$ cat src/rtl/axis_packet_arbiter.sv
// N-to-1 AXI-Stream arbiter with packet-granularity round-robin.
// The granted input owns the output until its tlast beat is accepted; the data path is purely combinational.
module axis_packet_arbiter #(
    parameter int NUM_INPUTS     = 2,
    parameter int AXIS_BYTES     = 1,
    parameter int AXIS_USER_BITS = 1
) (
    input  logic                                 clk,
    input  logic                                 sreset,
    output logic [NUM_INPUTS-1:0]                axis_i_tready,
    input  logic [NUM_INPUTS-1:0]                axis_i_tvalid,
    input  logic [NUM_INPUTS-1:0]                axis_i_tlast,
    input  logic [NUM_INPUTS*AXIS_BYTES*8-1:0]   axis_i_tdata,
    input  logic [NUM_INPUTS*AXIS_USER_BITS-1:0] axis_i_tuser,
    input  logic [NUM_INPUTS-1:0]                axis_i_error,
    input  logic                                 axis_o_tready,
    output logic                                 axis_o_tvalid,
    output logic                                 axis_o_tlast,
    output logic [AXIS_BYTES*8-1:0]              axis_o_tdata,
    output logic [AXIS_USER_BITS-1:0]            axis_o_tuser,
    output logic                                 axis_o_error,
    output logic [NUM_INPUTS-1:0]                grant,
    output logic                                 busy
);

    localparam int DW    = AXIS_BYTES * 8;
    localparam int UW    = AXIS_USER_BITS;
    localparam int SEL_W = (NUM_INPUTS > 1) ? $clog2(NUM_INPUTS) : 1;
    localparam logic [SEL_W-1:0] SEL_LAST = SEL_W'(NUM_INPUTS - 1);

    typedef enum logic {
        ST_IDLE,
        ST_BUSY
    } state_t;

    state_t                  r_state;
    logic [SEL_W-1:0]        r_sel;
    logic [SEL_W-1:0]        r_rr_ptr;
    logic [NUM_INPUTS-1:0]   r_grant;
    logic                    r_busy;

    logic                    w_found;
    logic [SEL_W-1:0]        w_pick;
    logic [NUM_INPUTS-1:0]   w_pick_oh;
    logic                    w_done;
    int unsigned             w_idx;

    // Round-robin search: first valid input at or above rr_ptr, wrapping.
    always_comb begin
        w_found = 1'b0;
        w_pick  = '0;
        w_idx   = 0;
        for (int unsigned i = 0; i < NUM_INPUTS; i++) begin
            w_idx = 32'(r_rr_ptr) + i;
            if (w_idx >= NUM_INPUTS) begin
                w_idx = w_idx - NUM_INPUTS;
            end
            if (!w_found && axis_i_tvalid[SEL_W'(w_idx)]) begin
                w_found = 1'b1;
                w_pick  = SEL_W'(w_idx);
            end
        end
    end

    assign w_pick_oh = NUM_INPUTS'(1) << w_pick;

    always_comb begin
        axis_i_tready = '0;
        axis_o_tvalid = 1'b0;
        axis_o_tlast  = axis_i_tlast[r_sel];
        axis_o_tdata  = axis_i_tdata[int'(r_sel) * DW +: DW];
        axis_o_tuser  = axis_i_tuser[int'(r_sel) * UW +: UW];
        axis_o_error  = axis_i_error[r_sel];
        if (r_state == ST_BUSY) begin
            axis_o_tvalid        = axis_i_tvalid[r_sel];
            axis_i_tready[r_sel] = axis_o_tready;
        end
    end

    assign w_done = axis_o_tvalid & axis_o_tready & axis_o_tlast;

    always_ff @(posedge clk) begin
        if (sreset) begin
            r_state  <= ST_IDLE;
            r_sel    <= '0;
            r_rr_ptr <= '0;
            r_grant  <= '0;
            r_busy   <= 1'b0;
        end else begin
            case (r_state)
                ST_IDLE: begin
                    if (w_found) begin
                        r_state <= ST_BUSY;
                        r_sel   <= w_pick;
                        r_grant <= w_pick_oh;
                        r_busy  <= 1'b1;
                    end
                end
                ST_BUSY: begin
                    if (w_done) begin
                        r_state  <= ST_IDLE;
                        r_grant  <= '0;
                        r_busy   <= 1'b0;
                        r_rr_ptr <= (r_sel == SEL_LAST) ? '0 : r_sel + 1'b1;
                    end
                end
                default: r_state <= ST_IDLE;
            endcase
        end
    end

    assign grant = r_grant;
    assign busy  = r_busy;

endmodule

$ cat config.mk
export PLATFORM = sky130hd
export DESIGN_NAME = axis_packet_arbiter
export DESIGN_NICKNAME = d
export VERILOG_FILES = /design/src/rtl/axis_packet_arbiter.sv
export SDC_FILE = /design/constraint.sdc
export NUM_CORES = 1
export LEC_CHECK = 0
export ABC_AREA = 1
export CAP_MARGIN = 20
export CORE_ASPECT_RATIO = 1.1
export CORE_MARGIN = 3
export CORE_UTILIZATION = 31
export DETAILED_ROUTE_END_ITERATION = 10
export PLACE_DENSITY = 0.82
export RECOVER_POWER = 50
export SYNTH_ARGS = -nofsm -noshare
export SYNTH_HDL_FRONTEND = slang
export SYNTH_SLANG_ARGS = --single-unit
$ cat constraint.sdc
create_clock -name clk -period 2.3 [get_ports clk]
set_input_delay 0.46 -clock clk [delete_from_list [all_inputs] [get_ports clk]]
set_output_delay 0.46 -clock clk [all_outputs]
set_load 0.1 [all_outputs]
==> out/metrics.csv <==
stage;metric;value;unit
outcome;status;finished, final reports clean;
synth;Main synth FF type;dfxtp_1;
floorplan;IO Pins;44;
cts;clock root buffer;clkbuf_4;
worst_hold_path;worst hold path type;flip-flop to flip-flop;
global_route;first-pass GRT wire length;2350;um
synth;Synth Register Bits;6;
sta;relative slew slack;0.217;
sta;RSZ-0062 raised after global routing;no;
detailed_routing;vias;615;
synth;post-synth top area cell;nand2_1;
place;Area after DPL;1050;um^2
cts;hold_buf cts;0;
floorplan;Initial Utilization;0.335;
synth;Mapped Avg Cell Area;6.17;um^2
power;Pint;0.305;mW
floorplan;FP Rows;14;
cts;CTS tree;yes;
place;dpl hpwl;1360;um
sta;Max Slew Vio Count;0;
cts;Post-CTS Setup Inserts;0;
sta;Final TNS setup;0;ns
detailed_routing;Routed wire per std cell;11.5;um
detailed_routing;DRT iter0 DRCs;4;
sta;Hold Vio Cnt, Final;0;
global_route;pin count of the biggest net entering global routing;14;
power;Flop pwr share;0.199;
synth;fraction of registers with async set/reset;0;
synth;Post-synth EDFFs;0;
cts;Clock Latency Late Sink;0.24;ns
global_route;gr usage total;0.158;
synth;Netlist cell types;19;
cts;H-tree depth;1;
power;switching power;0.294;mW
sta;Worst Clk Skew;0.00515;ns
critical_path;critical path class;flip-flop to primary output;
place;gpl congestion;0.748;
synth;dominant cells by area after synthesis;nand2_1, dfxtp_1, nand2_4, a21oi_1, inv_1;
power;sw frac;0.490;
floorplan;die height;46.8;um
detailed_routing;drt via density;4.52;
power;pwr/cell area;583;nW/um^2
critical_path;Setup crit start kind;flip-flop;
floorplan;core area;1400;um^2
synth;post-synthesis sequential area ratio;0.256;
floorplan;DIE AREA;2020;um^2
detailed_routing;Initial DRT Pass Iterations;4;
power;combinational power share;0.641;
detailed_routing;Routed Antenna Nets;0;
detailed_routing;DRC Markers;0;
global_route;number of global-route vias before repair;547;
detailed_routing;final wirelength;1570;um
cts;number of CTS-inserted buffers;3;
synth;synthesized area;469;um^2
synth;net count after synthesis;103;
cts;cts repair resizes;0;
final_layout;share of post-route cells with drive strength above 1;0.250;
sta;pin slew with the least headroom to its limit;1.18;ns
final_layout;Inserted Diodes;0;
global_route;initial antenna violation count;0;
critical_path;Critical Path End Type;primary output;
critical_path;worst path arrival time;1.58;ns
global_route;gr ovfl total;0;
synth;YS warnings;0;
power;proportion of power drawn by the clock network;0.160;
synth;Commonest cells post-synth;nand2_1, dfxtp_1, inv_1;
sta;Fmax;490;MHz
final_layout;final instance area;1030;um^2
critical_path;WP data required;1.84;ns
cts;Num Clock Sinks;6;
synth;Synth Instances;76;
flow_run;max cap viols;0;
power;Pleak;0.476;nW
place;I/O Buffers;43;
cts;clock-pin transition on the worst setup and hold timing paths;0.05;ns
final_layout;layout net count;149;
final_layout;Area growth, synth to finish;119;%
power;Tot Pwr;0.599;mW
synth;post-synth top area share;0.272;
cts;clock tree buffer depth;2;
floorplan;Die Width;43.1;um
sta;crit path time final;2.04;ns
sta;Finish-stage setup viols;0;
power;VDD IR max;382;uV
synth;most common cell in the netlist;nand2_1;
critical_path;CP Max Fanout;13;
sta;fin crit share;0.887;
## through the flow
stage	hold slack [ns]	utilization	instances	worst slack [ns]
6_report	0.466	0.734	136	0.260
5_1_grt	0.486	0.734	136	0.157
4_1_cts	0.470	0.764	136	0.329
3_5_place_dp	0.459	0.748	133	0.330
3_3_place_gp	0.451	0.748	133	0.357
2_1_floorplan	0.433	-	76	0.140
## power by group through the flow
stage	sequential (mW)	combinational [mW]	clock, mW
3_5_place_dp	0.122	0.398	0
6_report	0.119	0.384	0.0960
4_1_cts	0.121	0.399	0.101
2_1_floorplan	0.151	0.214	0
5_1_grt	0.120	0.398	0.107
3_3_place_gp	0.122	0.394	0
## cell usage in the layout, fill, tap and decap left out, drive strengths merged
cell	Yosys	layout
nand3	3	3
nor2	4	4
inv	9	9
dfxtp	6	6
clkbuf	0	7
o21ai	2	2
nor3	2	2
a21oi	6	6
nand2	40	40
clkdlybuf4s50	0	24
dlygate4sd3	0	2
or2	1	1
buf	3	14
## cell families after synthesis
logic type	Yosys count	share of synthesized area
AND/OR/NAND/NOR	50	0.520
buffers and inverters	12	0.123
AO/OA/AOI/OAI	8	0.101
flip-flops	6	0.256
## critical path, stage by stage (launching register included)
cell,delay (ns)
dfxtp_1,0.50
inv_1,0.30
nor3_2,0.33
buf_12,0.21
## per-layer routing
layer,GRT usage,up-vias,wire length [um]
li1,-,318,-
met1,0.176,261,639
met2,0.286,34,763
met3,0.0421,2,158
met4,0.0723,0,8
met5,0,-,0
## final cells by class
type	instances	area [um^2]
clock buffers	3	22.5
well taps	16	20.0
fillers	111	373
inverters	9	33.8
repair buffers	44	544
flip-flops and latches	6	120
multi-input cells	58	288
## final timing paths
kind                 start                to  slack (ns)  cells after the start
setup reg to reg     r_sel              busy        0.80                      7
hold reg to reg   r_rr_ptr          r_rr_ptr        0.47                      2
setup / recovery     r_sel  axis_i_tready[1]        0.26                      3
hold / removal    r_rr_ptr          r_rr_ptr        0.47                      2
## registers in the layout (all words and copies together) (netlist names)
register,count
grant,2
busy,1
r_rr_ptr,1
r_sel,1
r_state,1
No activity file was read; power rests on OpenSTA's default activity.
